==> src/rtl/mul_share_arb.sv <==
// Shares one pipelined multiplier among NREQ requesters and routes each product back to its requester.
// Define MUL_ARB_RR_EN for round-robin arbitration; otherwise fixed priority (index 0 highest).
module mul_share_arb #(
    parameter int SIZE    = 4,
    parameter int NREQ    = 4,
    parameter int MUL_LAT = 2
) (
    input  logic                   clk,
    input  logic                   rst_n,
    input  logic [NREQ-1:0]        req_valid,
    input  logic [NREQ*SIZE-1:0]   req_a,
    input  logic [NREQ*SIZE-1:0]   req_b,
    output logic [NREQ-1:0]        req_ready,
    output logic [SIZE-1:0]        mul_a,
    output logic [SIZE-1:0]        mul_b,
    input  logic [2*SIZE-1:0]      mul_res,
    output logic [NREQ-1:0]        rsp_valid,
    output logic [2*SIZE-1:0]      rsp_data,
    output logic                   busy
);

    localparam int IDXW = (NREQ > 1) ? $clog2(NREQ) : 1;
    localparam int CNTW = $clog2(MUL_LAT + 1);

    logic            grantValid;
    logic [IDXW-1:0] grantIdx;
    logic            grantOk;
    logic            rspFire;
    logic [IDXW-1:0] rspIdx;

    logic [MUL_LAT-1:0] tagValid_q;
    logic [IDXW-1:0]    tagIdx_q [MUL_LAT];
    logic [CNTW-1:0]    inFlight_q, inFlight_d;

`ifdef MUL_ARB_RR_EN
    logic [IDXW-1:0] rrPtr_q, rrPtr_d;

    // Search upward from the pointer, wrapping at NREQ; first valid candidate wins.
    always_comb begin : rrSearch
        logic [IDXW:0] cand;
        grantValid = 1'b0;
        grantIdx   = '0;
        cand       = '0;
        for (int k = 0; k < NREQ; k++) begin
            cand = {1'b0, rrPtr_q} + (IDXW+1)'(k);
            if (cand >= (IDXW+1)'(NREQ)) begin
                cand = cand - (IDXW+1)'(NREQ);
            end
            if (!grantValid && req_valid[cand[IDXW-1:0]]) begin
                grantValid = 1'b1;
                grantIdx   = cand[IDXW-1:0];
            end
        end
    end

    always_comb begin
        rrPtr_d = rrPtr_q;
        if (grantOk) begin
            rrPtr_d = (grantIdx == IDXW'(NREQ - 1)) ? '0 : grantIdx + IDXW'(1);
        end
    end

    always_ff @(posedge clk or negedge rst_n) begin
        if (!rst_n) begin
            rrPtr_q <= '0;
        end else begin
            rrPtr_q <= rrPtr_d;
        end
    end
`else
    always_comb begin
        grantValid = 1'b0;
        grantIdx   = '0;
        for (int i = NREQ - 1; i >= 0; i--) begin
            if (req_valid[i]) begin
                grantValid = 1'b1;
                grantIdx   = IDXW'(i);
            end
        end
    end
`endif

    assign grantOk = grantValid & rst_n;

    always_comb begin
        req_ready = '0;
        mul_a     = '0;
        mul_b     = '0;
        if (grantOk) begin
            req_ready[grantIdx] = 1'b1;
            mul_a               = req_a[grantIdx*SIZE +: SIZE];
            mul_b               = req_b[grantIdx*SIZE +: SIZE];
        end
    end

    // Tag pipe mirrors the multiplier latency so the tag exits alongside its product.
    always_ff @(posedge clk or negedge rst_n) begin
        if (!rst_n) begin
            tagValid_q <= '0;
            for (int i = 0; i < MUL_LAT; i++) begin
                tagIdx_q[i] <= '0;
            end
        end else begin
            tagValid_q[0] <= grantOk;
            tagIdx_q[0]   <= grantIdx;
            for (int i = 1; i < MUL_LAT; i++) begin
                tagValid_q[i] <= tagValid_q[i-1];
                tagIdx_q[i]   <= tagIdx_q[i-1];
            end
        end
    end

    assign rspFire = tagValid_q[MUL_LAT-1] & rst_n;
    assign rspIdx  = tagIdx_q[MUL_LAT-1];

    always_comb begin
        rsp_valid = '0;
        rsp_data  = '0;
        if (rspFire) begin
            rsp_valid[rspIdx] = 1'b1;
            rsp_data          = mul_res;
        end
    end

    always_comb begin
        inFlight_d = inFlight_q;
        if (grantOk && !rspFire) begin
            inFlight_d = inFlight_q + CNTW'(1);
        end else if (!grantOk && rspFire) begin
            inFlight_d = inFlight_q - CNTW'(1);
        end
    end

    always_ff @(posedge clk or negedge rst_n) begin
        if (!rst_n) begin
            inFlight_q <= '0;
        end else begin
            inFlight_q <= inFlight_d;
        end
    end

    // Busy counts this cycle's grant and drops as the last product is delivered.
    assign busy = rst_n & (inFlight_d != '0);

endmodule

==> config.mk <==
export PLATFORM = sky130hd
export DESIGN_NAME = mul_share_arb
export DESIGN_NICKNAME = d
export VERILOG_FILES = /design/src/rtl/mul_share_arb.sv
export SDC_FILE = /design/constraint.sdc
export NUM_CORES = 1
export LEC_CHECK = 0
export ABC_AREA = 0
export CAP_MARGIN = 20
export CORE_MARGIN = 10
export CORE_UTILIZATION = 25
export DETAILED_ROUTE_END_ITERATION = 8
export GPL_TIMING_DRIVEN = 0
export PLACE_DENSITY_LB_ADDON = 0.1
export SETUP_SLACK_MARGIN = 0.4
export SLEW_MARGIN = 5
export SYNTH_ARGS = -nofsm -noshare
export SYNTH_HDL_FRONTEND = slang
export SYNTH_SLANG_ARGS = --single-unit
export TNS_END_PERCENT = 100
==> constraint.sdc <==
create_clock -name clk -period 3.85 [get_ports clk]
set_input_delay 0.9625 -clock clk [delete_from_list [all_inputs] [get_ports clk]]
set_output_delay 0.9625 -clock clk [all_outputs]
set_load 0.02 [all_outputs]
==> results of run 1 <==
## cell type report
class	instances	area (um2)
plain buffers	9	50.0
flip-flops and latches	8	200
fillers	272	1280
repair buffers	72	666
inverters	2	7.51
multi-input cells	65	449
clock buffers	3	22.5
well taps	31	38.8
## layout by cell type, fill, tap and decap left out, drive strengths merged
| cell | n |
|---|---|
| a211oi | 1 |
| a22oi | 16 |
| and2 | 1 |
| and3 | 9 |
| buf | 11 |
| clkbuf | 12 |
| clkdlybuf4s15 | 2 |
| clkdlybuf4s50 | 42 |
| dfrtp | 8 |
| dlygate4sd2 | 14 |
| dlymetal6s2s | 3 |
| inv | 2 |
| mux2i | 3 |
| nand2 | 1 |
| nand2b | 1 |
| nand3 | 1 |
| nand3b | 5 |
| nor2 | 8 |
| nor2b | 2 |
| nor3 | 3 |
| nor3b | 1 |
| nor4 | 1 |
| nor4b | 1 |
| o22ai | 8 |
| xor2 | 3 |
## registers in the layout, summed over array words and instances, names as in the netlist
register / cells
tagValid_q: 2
rspIdx: 2
tagIdx_q: 2
inFlight_q: 2
## power by group through the flow
stage / logic (mW) / registers [mW] / clock network, mW
after CTS: 0.161 / 0.116 / 0.0630
final: 0.157 / 0.116 / 0.0605
after global placement: 0.164 / 0.116 / 0
after floorplan: 0.0784 / 0.113 / 0
after detailed placement: 0.168 / 0.117 / 0
after global routing: 0.171 / 0.119 / 0.0718
## kinds of logic (layout without fill, tap and decap cells)
kind of cell / Yosys count / count (layout) / share of synthesized area
and+or+nand+nor: 34 / 34 / 0.304
xor gates and xnor gates: 3 / 3 / 0.0380
DFF: 8 / 8 / 0.289
muxes: 3 / 3 / 0.0434
AOI/OAI and AO/OA: 25 / 25 / 0.264
buffers and inverters: 11 / 86 / 0.0615
## through the flow
| stage | setup WS, ns | power, mW |
|---|---|---|
| after floorplan | 0.761 | 0.192 |
| after global placement | -0.350 | 0.280 |
| after detailed placement | -0.394 | 0.285 |
| after CTS | 0.363 | 0.340 |
| after global routing | 0.406 | 0.361 |
| final | 0.517 | 0.333 |
## repair_timing
item,CTS,global route
setup endpoints to repair,25,9
gates resized for setup,54,10
pin swaps,2,0
buffers inserted,3,0
endpoints found under the hold margin,0,0
gates cloned,0,0
## routing by layer
| metal | up-vias | GRT usage |
|---|---|---|
| met5 | - | 0 |
| met4 | 0 | 0.0443 |
| met3 | 2 | 0.0490 |
| met2 | 37 | 0.215 |
| met1 | 437 | 0.107 |
| li1 | 468 | - |
## worst min-delay path by stage
stage	from	end
after CTS	tagValid_q[0]$_DFF_PN0_	tagValid_q[1]$_DFF_PN0_
after global routing	tagValid_q[0]$_DFF_PN0_	tagValid_q[1]$_DFF_PN0_
after global placement	tagIdx_q[2]$_DFF_PN0_	rspIdx[0]$_DFF_PN0_
after detailed placement	tagIdx_q[3]$_DFF_PN0_	rspIdx[1]$_DFF_PN0_
after floorplan	tagIdx_q[2]$_DFF_PN0_	rspIdx[0]$_DFF_PN0_
final	tagValid_q[0]$_DFF_PN0_	tagValid_q[1]$_DFF_PN0_
## critical path, stage by stage
cell and delay, ns:
clkdlybuf4s50_1 0.54, nor2b_1 0.14, clkbuf_4 0.20, a22oi_1 0.09
o22ai_1 0.15, clkdlybuf4s15_2 0.28
==> results.sh, run 1 <==
export IMPL_status="finished clean"
export IMPL_yosysTopAreaCell="dfrtp_1"
export IMPL_hold_depth=0
export IMPL_grt_pass1_wl_um=4910
export IMPL_grt_ovfl_total=0
export IMPL_top_layer="met4"
export IMPL_synthArstFlopShare=1.00
export IMPL_required_ns=2.89
export IMPL_layoutNonFillerInstCount=190
export IMPL_finalHoldViolations=0
export IMPL_ys_seq_area_frac=0.289
export IMPL_syn_instance_count=84
export IMPL_core_area_um2=2710
export IMPL_crit_start="req_valid[3]"
export IMPL_period_needed_ns=3.33
export IMPL_r2r_start="inFlight_q[0]$_DFF_PN0_"
export IMPL_yosysMostFrequentCell="a22oi_1"
export IMPL_leakagePower_nw=0.705
export IMPL_synth_nets=130
export IMPL_hold_buffers=0
export IMPL_netlist_area_um2=692
export IMPL_initialDrtViolationCount=45
export IMPL_final_antenna_net_count=0
export IMPL_clock_sinks=8
export IMPL_final_setup_viol_count=0
export IMPL_placementRows=19
export IMPL_layout_drive_gt1_share=0.151
export IMPL_ys_seq_elements=8
export IMPL_grt_max_degree=11
export IMPL_numCtsBuffers=3
export IMPL_area_growth_pct=107
export IMPL_endpoint="mul_a[0]"
export IMPL_cts_tree="built"
export IMPL_ios=71
export IMPL_drt_total_wl_um=3070
export IMPL_rrSetupSlack_ns=2.80
export IMPL_critPathKind="in -> out"
export IMPL_worst_slew_pin_slew_ns=0.410
export IMPL_crit_path_end_kind="primary output"
export IMPL_post_place_cells=184
export IMPL_cp_arrival_ns=2.37
export IMPL_crit_fanout=10
export IMPL_hold_slack_ns=0.345
export IMPL_dieArea_um2=5270
export IMPL_swShare=0.338
export IMPL_tns_ns=0
export IMPL_yosys_warnings=0
export IMPL_post_route_util=0.529
export IMPL_power_density_nw_per_um2=232
export IMPL_clk_pin_slew_worst_paths_ns=0.05
export IMPL_synth_edf_count=0
export IMPL_r2r_end="inFlight_q[1]$_DFF_PN0_"
export IMPL_combPwrFrac=0.471
export IMPL_slew_viol_final=0
export IMPL_p_sw_uw=113
export IMPL_synth_cell_types=21
export IMPL_wl_per_cell_um=16.2
export IMPL_peakVddDrop_uv=164
export IMPL_antenna_found_initial=0
export IMPL_vias=944
export IMPL_p_seq_frac=0.348
export IMPL_netlist_area_leader_share=0.289
export IMPL_design_area_um2=1430
export IMPL_grt_usage=0.115
export IMPL_m1WireLength_um=1140
export IMPL_cts_max_level=1
export IMPL_rr_worst_depth=3
export IMPL_start_util=0.255
export IMPL_route_detailed_drc=0
export IMPL_slew_headroom=0.726
export IMPL_drt_vias_per_instance=4.97
export IMPL_clkLatencyLatePin_ns=0.24
export IMPL_ys_top_cells_by_area="dfrtp_1 29%, a22oi_1 17%, and3_1 8.1%"
export IMPL_cap_violations=0
export IMPL_placed_cell_area_um2=1420
export IMPL_worst_clock_skew_ns=0.000199
export IMPL_antenna_cells=0
export IMPL_hpwl_um=2570
export IMPL_wl_met2_um=1660
export IMPL_die_h_um=72.6
export IMPL_port_buffer_count=69
export IMPL_clock_fmax_ghz=0.300
export IMPL_min_path_type="reg -> reg"
export IMPL_wl_met3_um=251
export IMPL_grt_pass1_vias=1070
export IMPL_cts_max_path_buffers=2
export IMPL_start_kind="input port"
export IMPL_final_nets=207
export IMPL_synthTopCellsByCount="16 x a22oi_1, 9 x and3_1"
export IMPL_p_int_uw=221
export IMPL_ys_flop_type="dfrtp_1"
export IMPL_fin_crit_sh=0.866
export IMPL_firstDrtPassIters=4
export IMPL_cts_root_buf="clkbuf_4"
export IMPL_pwr_share_clk=0.182
export IMPL_rsz0062_at_grt="false"
export IMPL_die_x_um=72.6
export IMPL_syn_area_per_cell_um2=8.24
export IMPL_gp_congestion=0.652
No activity file was read; power rests on OpenSTA's default activity.
==> inputs of run 2 (changes only) <==
==> constraint.sdc (replaced) <==
create_clock -name clk -period 3.54 [get_ports clk]
set_input_delay 0.885 -clock clk [delete_from_list [all_inputs] [get_ports clk]]
set_output_delay 0.885 -clock clk [all_outputs]
set_load 0.02 [all_outputs]
==> results.sh, run 2 (synthesis gave the netlist of run 1 again) <==
export IMPL_status="finished clean"
export IMPL_grt_usage=0.115
export IMPL_slowest_stage="nor4_4"
export IMPL_drt_vias_per_instance=4.99
export IMPL_route_detailed_drc=0
export IMPL_cts_tree="built"
export IMPL_worst_clock_skew_ns=0.000196
export IMPL_core_area_um2=2710
export IMPL_gp_congestion=0.652
export IMPL_required_ns=2.65
export IMPL_swShare=0.339
export IMPL_drt_total_wl_um=3060
export IMPL_start_util=0.255
export IMPL_wl_met3_um=273
export IMPL_worst_slew_pin_slew_ns=0.378
export IMPL_initialDrtViolationCount=41
export IMPL_crit_chain="clkdlybuf4s15_1, nor4_4, buf_4, mux2i_1, a211oi_2, buf_2"
export IMPL_period_needed_ns=3.02
export IMPL_layout_drive_gt1_share=0.163
export IMPL_slew_headroom=0.748
export IMPL_grt_max_degree=11
export IMPL_r2r_start="inFlight_q[0]$_DFF_PN0_"
export IMPL_numCtsBuffers=3
export IMPL_p_int_uw=239
export IMPL_rrSetupSlack_ns=2.49
export IMPL_antenna_found_initial=0
export IMPL_pwr_share_clk=0.182
export IMPL_grt_pass1_wl_um=4930
export IMPL_power_density_nw_per_um2=254
export IMPL_peakVddDrop_uv=173
export IMPL_die_h_um=72.6
export IMPL_cap_violations=0
export IMPL_cp_arrival_ns=2.13
export IMPL_combPwrFrac=0.469
export IMPL_area_growth_pct=106
export IMPL_crit_start="req_valid[1]"
export IMPL_final_nets=208
export IMPL_antenna_cells=0
export IMPL_layout_commonest_cell="clkdlybuf4s50_1"
export IMPL_vias=954
export IMPL_cts_max_level=1
export IMPL_slew_viol_final=0
export IMPL_top_layer="met4"
export IMPL_grt_pass1_vias=1072
export IMPL_rsz0062_at_grt="true"
export IMPL_final_antenna_net_count=0
export IMPL_crit_path_end_kind="primary output"
export IMPL_wl_met2_um=1690
export IMPL_cts_max_path_buffers=2
export IMPL_firstDrtPassIters=4
export IMPL_p_seq_frac=0.349
export IMPL_die_x_um=72.6
export IMPL_fin_crit_sh=0.852
export IMPL_clkLatencyLatePin_ns=0.24
export IMPL_r2r_end="inFlight_q[1]$_DFF_PN0_"
export IMPL_critPathKind="in -> out"
export IMPL_crit_fanout=7
export IMPL_final_cell_mix="41 x clkdlybuf4s50_1, 16 x a22oi_1, 15 x dlygate4sd2_1"
export IMPL_m1WireLength_um=1070
export IMPL_final_setup_viol_count=0
export IMPL_cpPeakStageDelay_ns=0.31
export IMPL_rr_worst_depth=3
export IMPL_hold_depth=0
export IMPL_num_fill_cells=279
export IMPL_place_ws_ns=-0.549
export IMPL_p_sw_uw=123
export IMPL_wl_per_cell_um=16.0
export IMPL_leakagePower_nw=0.669
export IMPL_clk_pin_slew_worst_paths_ns=0.05
export IMPL_fin_ws_ns=0.523
export IMPL_finalHoldViolations=0
export IMPL_endpoint="busy"
export IMPL_dieArea_um2=5270
export IMPL_min_path_type="reg -> reg"
export IMPL_start_kind="input port"
export IMPL_tns_ns=0
export IMPL_clock_sinks=8
export IMPL_port_buffer_count=69
export IMPL_cts_root_buf="clkbuf_4"
export IMPL_clock_fmax_ghz=0.331
export IMPL_placementRows=19
export IMPL_grt_ovfl_total=0
export IMPL_ios=71
export IMPL_hpwl_um=2570
==> run 2: cell count changes in the layout (fill, tap and decap cells not counted), sizes merged <==
cell           previous run  this run
dlygate4sd2              14        15
clkbuf                   12        11
dlymetal6s2s              3         0
buf                      11        15
clkdlybuf4s50            42        41
clkdlybuf4s15             2         3
==> run 2: what timing repair did <==
item,4_1_cts,5_1_grt
gates resized for setup,59,15
pin swaps,2,0
setup buffers,4,0
hold buffers,0,0
endpoints found under the setup margin,25,17
==> run 2: worst max-delay path: cells and delay by family <==
family,cells,cell delay (ns)
AOI/OAI and AO/OA,1,0.18
muxes,1,0.09
and+or+nand+nor,1,0.31
buffers and inverters,3,0.67
==> run 2: per-layer routing <==
layer  global-route usage  vias to the layer above
met5                    0                        -
met4               0.0443                        0
met3               0.0517                        2
met2                0.215                       37
met1                0.107                      445
li1                     -                      470
==> run 2: through the flow <==
stage | cell area (um2) | total power [mW] | util | hold WS [ns] | cells
global route | 1420 | 0.392 | 0.525 | 0.351 | 191
CTS | 1460 | 0.370 | 0.539 | 0.347 | 191
finish | 1420 | 0.362 | 0.525 | 0.344 | 191
detailed placement | 1420 | 0.310 | 0.524 | 0.336 | 184
global placement | 1420 | 0.304 | 0.524 | 0.332 | 184
floorplan | 692 | 0.209 | - | 0.331 | 84
==> run 2: how the worst min path moves through the flow <==
stage                       startpoint                 endpoint  slack [ns]
2_1_floorplan    tagIdx_q[2]$_DFF_PN0_      rspIdx[0]$_DFF_PN0_        0.33
3_3_place_gp     tagIdx_q[2]$_DFF_PN0_      rspIdx[0]$_DFF_PN0_        0.33
3_5_place_dp     tagIdx_q[3]$_DFF_PN0_      rspIdx[1]$_DFF_PN0_        0.34
4_1_cts        tagValid_q[0]$_DFF_PN0_  tagValid_q[1]$_DFF_PN0_        0.35
5_1_grt        tagValid_q[0]$_DFF_PN0_  tagValid_q[1]$_DFF_PN0_        0.35
6_report       tagValid_q[0]$_DFF_PN0_  tagValid_q[1]$_DFF_PN0_        0.34
==> run 2: area by class of cell <==
| type | instances | area (um2) | share of cell area |
|---|---|---|---|
| inverter | 2 | 7.51 | 0.00527 |
| sequential | 8 | 200 | 0.141 |
| buffer | 9 | 51.3 | 0.0360 |
| tap | 31 | 38.8 | 0.0272 |
| timing repair buffer | 73 | 654 | 0.460 |
| multi-input combinational | 65 | 449 | 0.315 |
| clock buffer | 3 | 22.5 | 0.0158 |
==> run 2: power groups by stage <==
stage	clock [mW]	sequential (mW)	combinational [mW]
finish	0.0658	0.126	0.170
global route	0.0781	0.129	0.185
CTS	0.0685	0.126	0.176
detailed placement	0	0.127	0.183
global placement	0	0.126	0.178
floorplan	0	0.123	0.0853
==> inputs of run 3 (changes only) <==
--- a/config.mk
+++ b/config.mk
@@ -7,8 +7,10 @@
 export LEC_CHECK = 0
 export ABC_AREA = 0
 export CAP_MARGIN = 20
+export CELL_PAD_IN_SITES_DETAIL_PLACEMENT = 1
+export CELL_PAD_IN_SITES_GLOBAL_PLACEMENT = 2
 export CORE_MARGIN = 10
-export CORE_UTILIZATION = 25
+export CORE_UTILIZATION = 13
 export DETAILED_ROUTE_END_ITERATION = 8
 export GPL_TIMING_DRIVEN = 0
 export PLACE_DENSITY_LB_ADDON = 0.1
==> results.sh, run 3 (synthesis gave the netlist of run 1 again) <==
export IMPL_status="finished clean"
export IMPL_die_x_um=93.0
export IMPL_power_uw=410
export IMPL_worst_slew_pin_slew_ns=0.415
export IMPL_rrSetupSlack_ns=2.53
export IMPL_cp_arrival_ns=2.13
export IMPL_gp_congestion=0.673
export IMPL_grt_max_degree=11
export IMPL_final_antenna_net_count=0
export IMPL_crit_path_end_kind="primary output"
export IMPL_crit_chain="dlygate4sd2_1, nor2b_1, clkbuf_2, a22oi_1, o22ai_1, clkdlybuf4s15_2"
export IMPL_area_growth_pct=118
export IMPL_cts_root_buf="clkbuf_8"
export IMPL_cts_max_level=1
export IMPL_power_density_nw_per_um2=271
export IMPL_cts_max_path_buffers=2
export IMPL_period_needed_ns=3.02
export IMPL_p_int_uw=277
export IMPL_die_h_um=93.0
export IMPL_ios=71
export IMPL_placementRows=26
export IMPL_clkLatencyLatePin_ns=0.22
export IMPL_port_buffer_count=69
export IMPL_final_setup_viol_count=0
export IMPL_slew_headroom=0.723
export IMPL_rr_worst_depth=3
export IMPL_rsz0062_at_grt="false"
export IMPL_min_path_type="reg -> reg"
export IMPL_clk_pin_slew_worst_paths_ns=0.04
export IMPL_final_cell_mix="41 x clkdlybuf4s50_1, 16 x a22oi_1, 15 x dlygate4sd2_1"
export IMPL_worst_clock_skew_ns=0.000601
export IMPL_required_ns=2.65
export IMPL_crit_start="req_valid[3]"
export IMPL_hold_slack_ns=0.347
export IMPL_grt_pass1_wl_um=6060
export IMPL_p_seq_frac=0.311
export IMPL_worstSetupPathDepth=6
export IMPL_pwr_share_clk=0.257
export IMPL_grt_ovfl_total=0
export IMPL_crit_fanout=10
export IMPL_firstDrtPassIters=4
export IMPL_vias=971
export IMPL_route_detailed_drc=0
export IMPL_dieArea_um2=8640
export IMPL_drt_vias_per_instance=4.22
export IMPL_layout_commonest_cell="clkdlybuf4s50_1"
export IMPL_hpwl_um=3140
export IMPL_clock_sinks=8
export IMPL_fin_crit_sh=0.853
export IMPL_numCtsBuffers=3
export IMPL_r2r_start="inFlight_q[0]$_DFF_PN0_"
export IMPL_grt_pass1_vias=1136
export IMPL_grt_usage=0.0891
export IMPL_antenna_cells=0
export IMPL_wl_per_cell_um=16.4
export IMPL_cts_tree="built"
export IMPL_drt_total_wl_um=3770
export IMPL_peakVddDrop_uv=161
export IMPL_swShare=0.324
export IMPL_slew_viol_final=0
export IMPL_critPathKind="in -> out"
export IMPL_leakagePower_nw=0.678
export IMPL_final_nets=208
export IMPL_clock_fmax_ghz=0.331
export IMPL_start_kind="input port"
export IMPL_cap_violations=0
export IMPL_r2r_end="inFlight_q[1]$_DFF_PN0_"
export IMPL_endpoint="mul_b[3]"
export IMPL_combPwrFrac=0.432
export IMPL_antenna_found_initial=0
export IMPL_path_buf_inv=3
export IMPL_crit_family="buffers and inverters"
export IMPL_initialDrtViolationCount=23
export IMPL_start_util=0.135
export IMPL_core_area_um2=5140
export IMPL_layout_drive_gt1_share=0.181
export IMPL_p_sw_uw=133
export IMPL_cpPeakStageDelay_ns=0.29
export IMPL_num_fill_cells=657
export IMPL_finalHoldViolations=0
export IMPL_slowest_stage="clkdlybuf4s15_2"
[run 3: timing repair]
action                                  4_1_cts  5_1_grt
resized for setup                            61       10
endpoints found under the setup margin       25       15
pin swaps                                     1        0
hold buffers                                  0        0
setup buffers                                 4        0
[run 3: worst min path at each step]
stage	depth (start not counted)	slack (ns)	endpoint	from
after global placement	0	0.33	rspIdx[0]$_DFF_PN0_	tagIdx_q[2]$_DFF_PN0_
final	0	0.35	rspIdx[0]$_DFF_PN0_	tagIdx_q[2]$_DFF_PN0_
after global routing	0	0.35	rspIdx[0]$_DFF_PN0_	tagIdx_q[2]$_DFF_PN0_
after detailed placement	0	0.35	rspIdx[0]$_DFF_PN0_	tagIdx_q[2]$_DFF_PN0_
after floorplan	0	0.33	rspIdx[0]$_DFF_PN0_	tagIdx_q[2]$_DFF_PN0_
after CTS	0	0.35	rspIdx[0]$_DFF_PN0_	tagIdx_q[2]$_DFF_PN0_
[run 3: metal layers]
metal	global-route usage	up-vias	routed length [um]	part of all wire
met5	0	-	0	0
met4	0.0193	0	17	0.0045
met3	0.0662	2	502	0.13
met2	0.159	41	1960	0.52
met1	0.0791	454	1290	0.34
li1	-	474	-	-
[run 3: worst register-to-register path, cell delays in order, from the launching register on]
cell and delay (ns):
dfrtp_1 0.43, nand3b_1 0.18, mux2i_1 0.17, xor2_1 0.16
[run 3: layout make-up]
class	instances	area, um2	area share
clock buffers	3	41.3	0.0273
multi-input cells	65	453	0.300
plain buffers	9	53.8	0.0356
repair buffers	73	667	0.442
flip-flops and latches	8	200	0.133
well taps	70	87.6	0.0580
inverters	2	7.51	0.00497
[run 3: power by group through the flow]
stage | clock network (mW) | logic [mW] | registers [mW]
4_1_cts | 0.109 | 0.183 | 0.128
2_1_floorplan | 0 | 0.0853 | 0.123
3_5_place_dp | 0 | 0.187 | 0.128
6_report | 0.106 | 0.177 | 0.127
3_3_place_gp | 0 | 0.184 | 0.127
5_1_grt | 0.116 | 0.193 | 0.131
[run 3: per-stage QoR]
step	cell area [um2]	worst slack [ns]	utilization	instances	setup TNS, ns
global route	1510	0.416	0.294	230	0
detailed placement	1470	-0.651	0.286	223	-12.99
floorplan	692	0.606	-	84	0
CTS	1540	0.405	0.300	230	0
global placement	1470	-0.593	0.286	223	-12.38
finish	1510	0.522	0.294	230	0
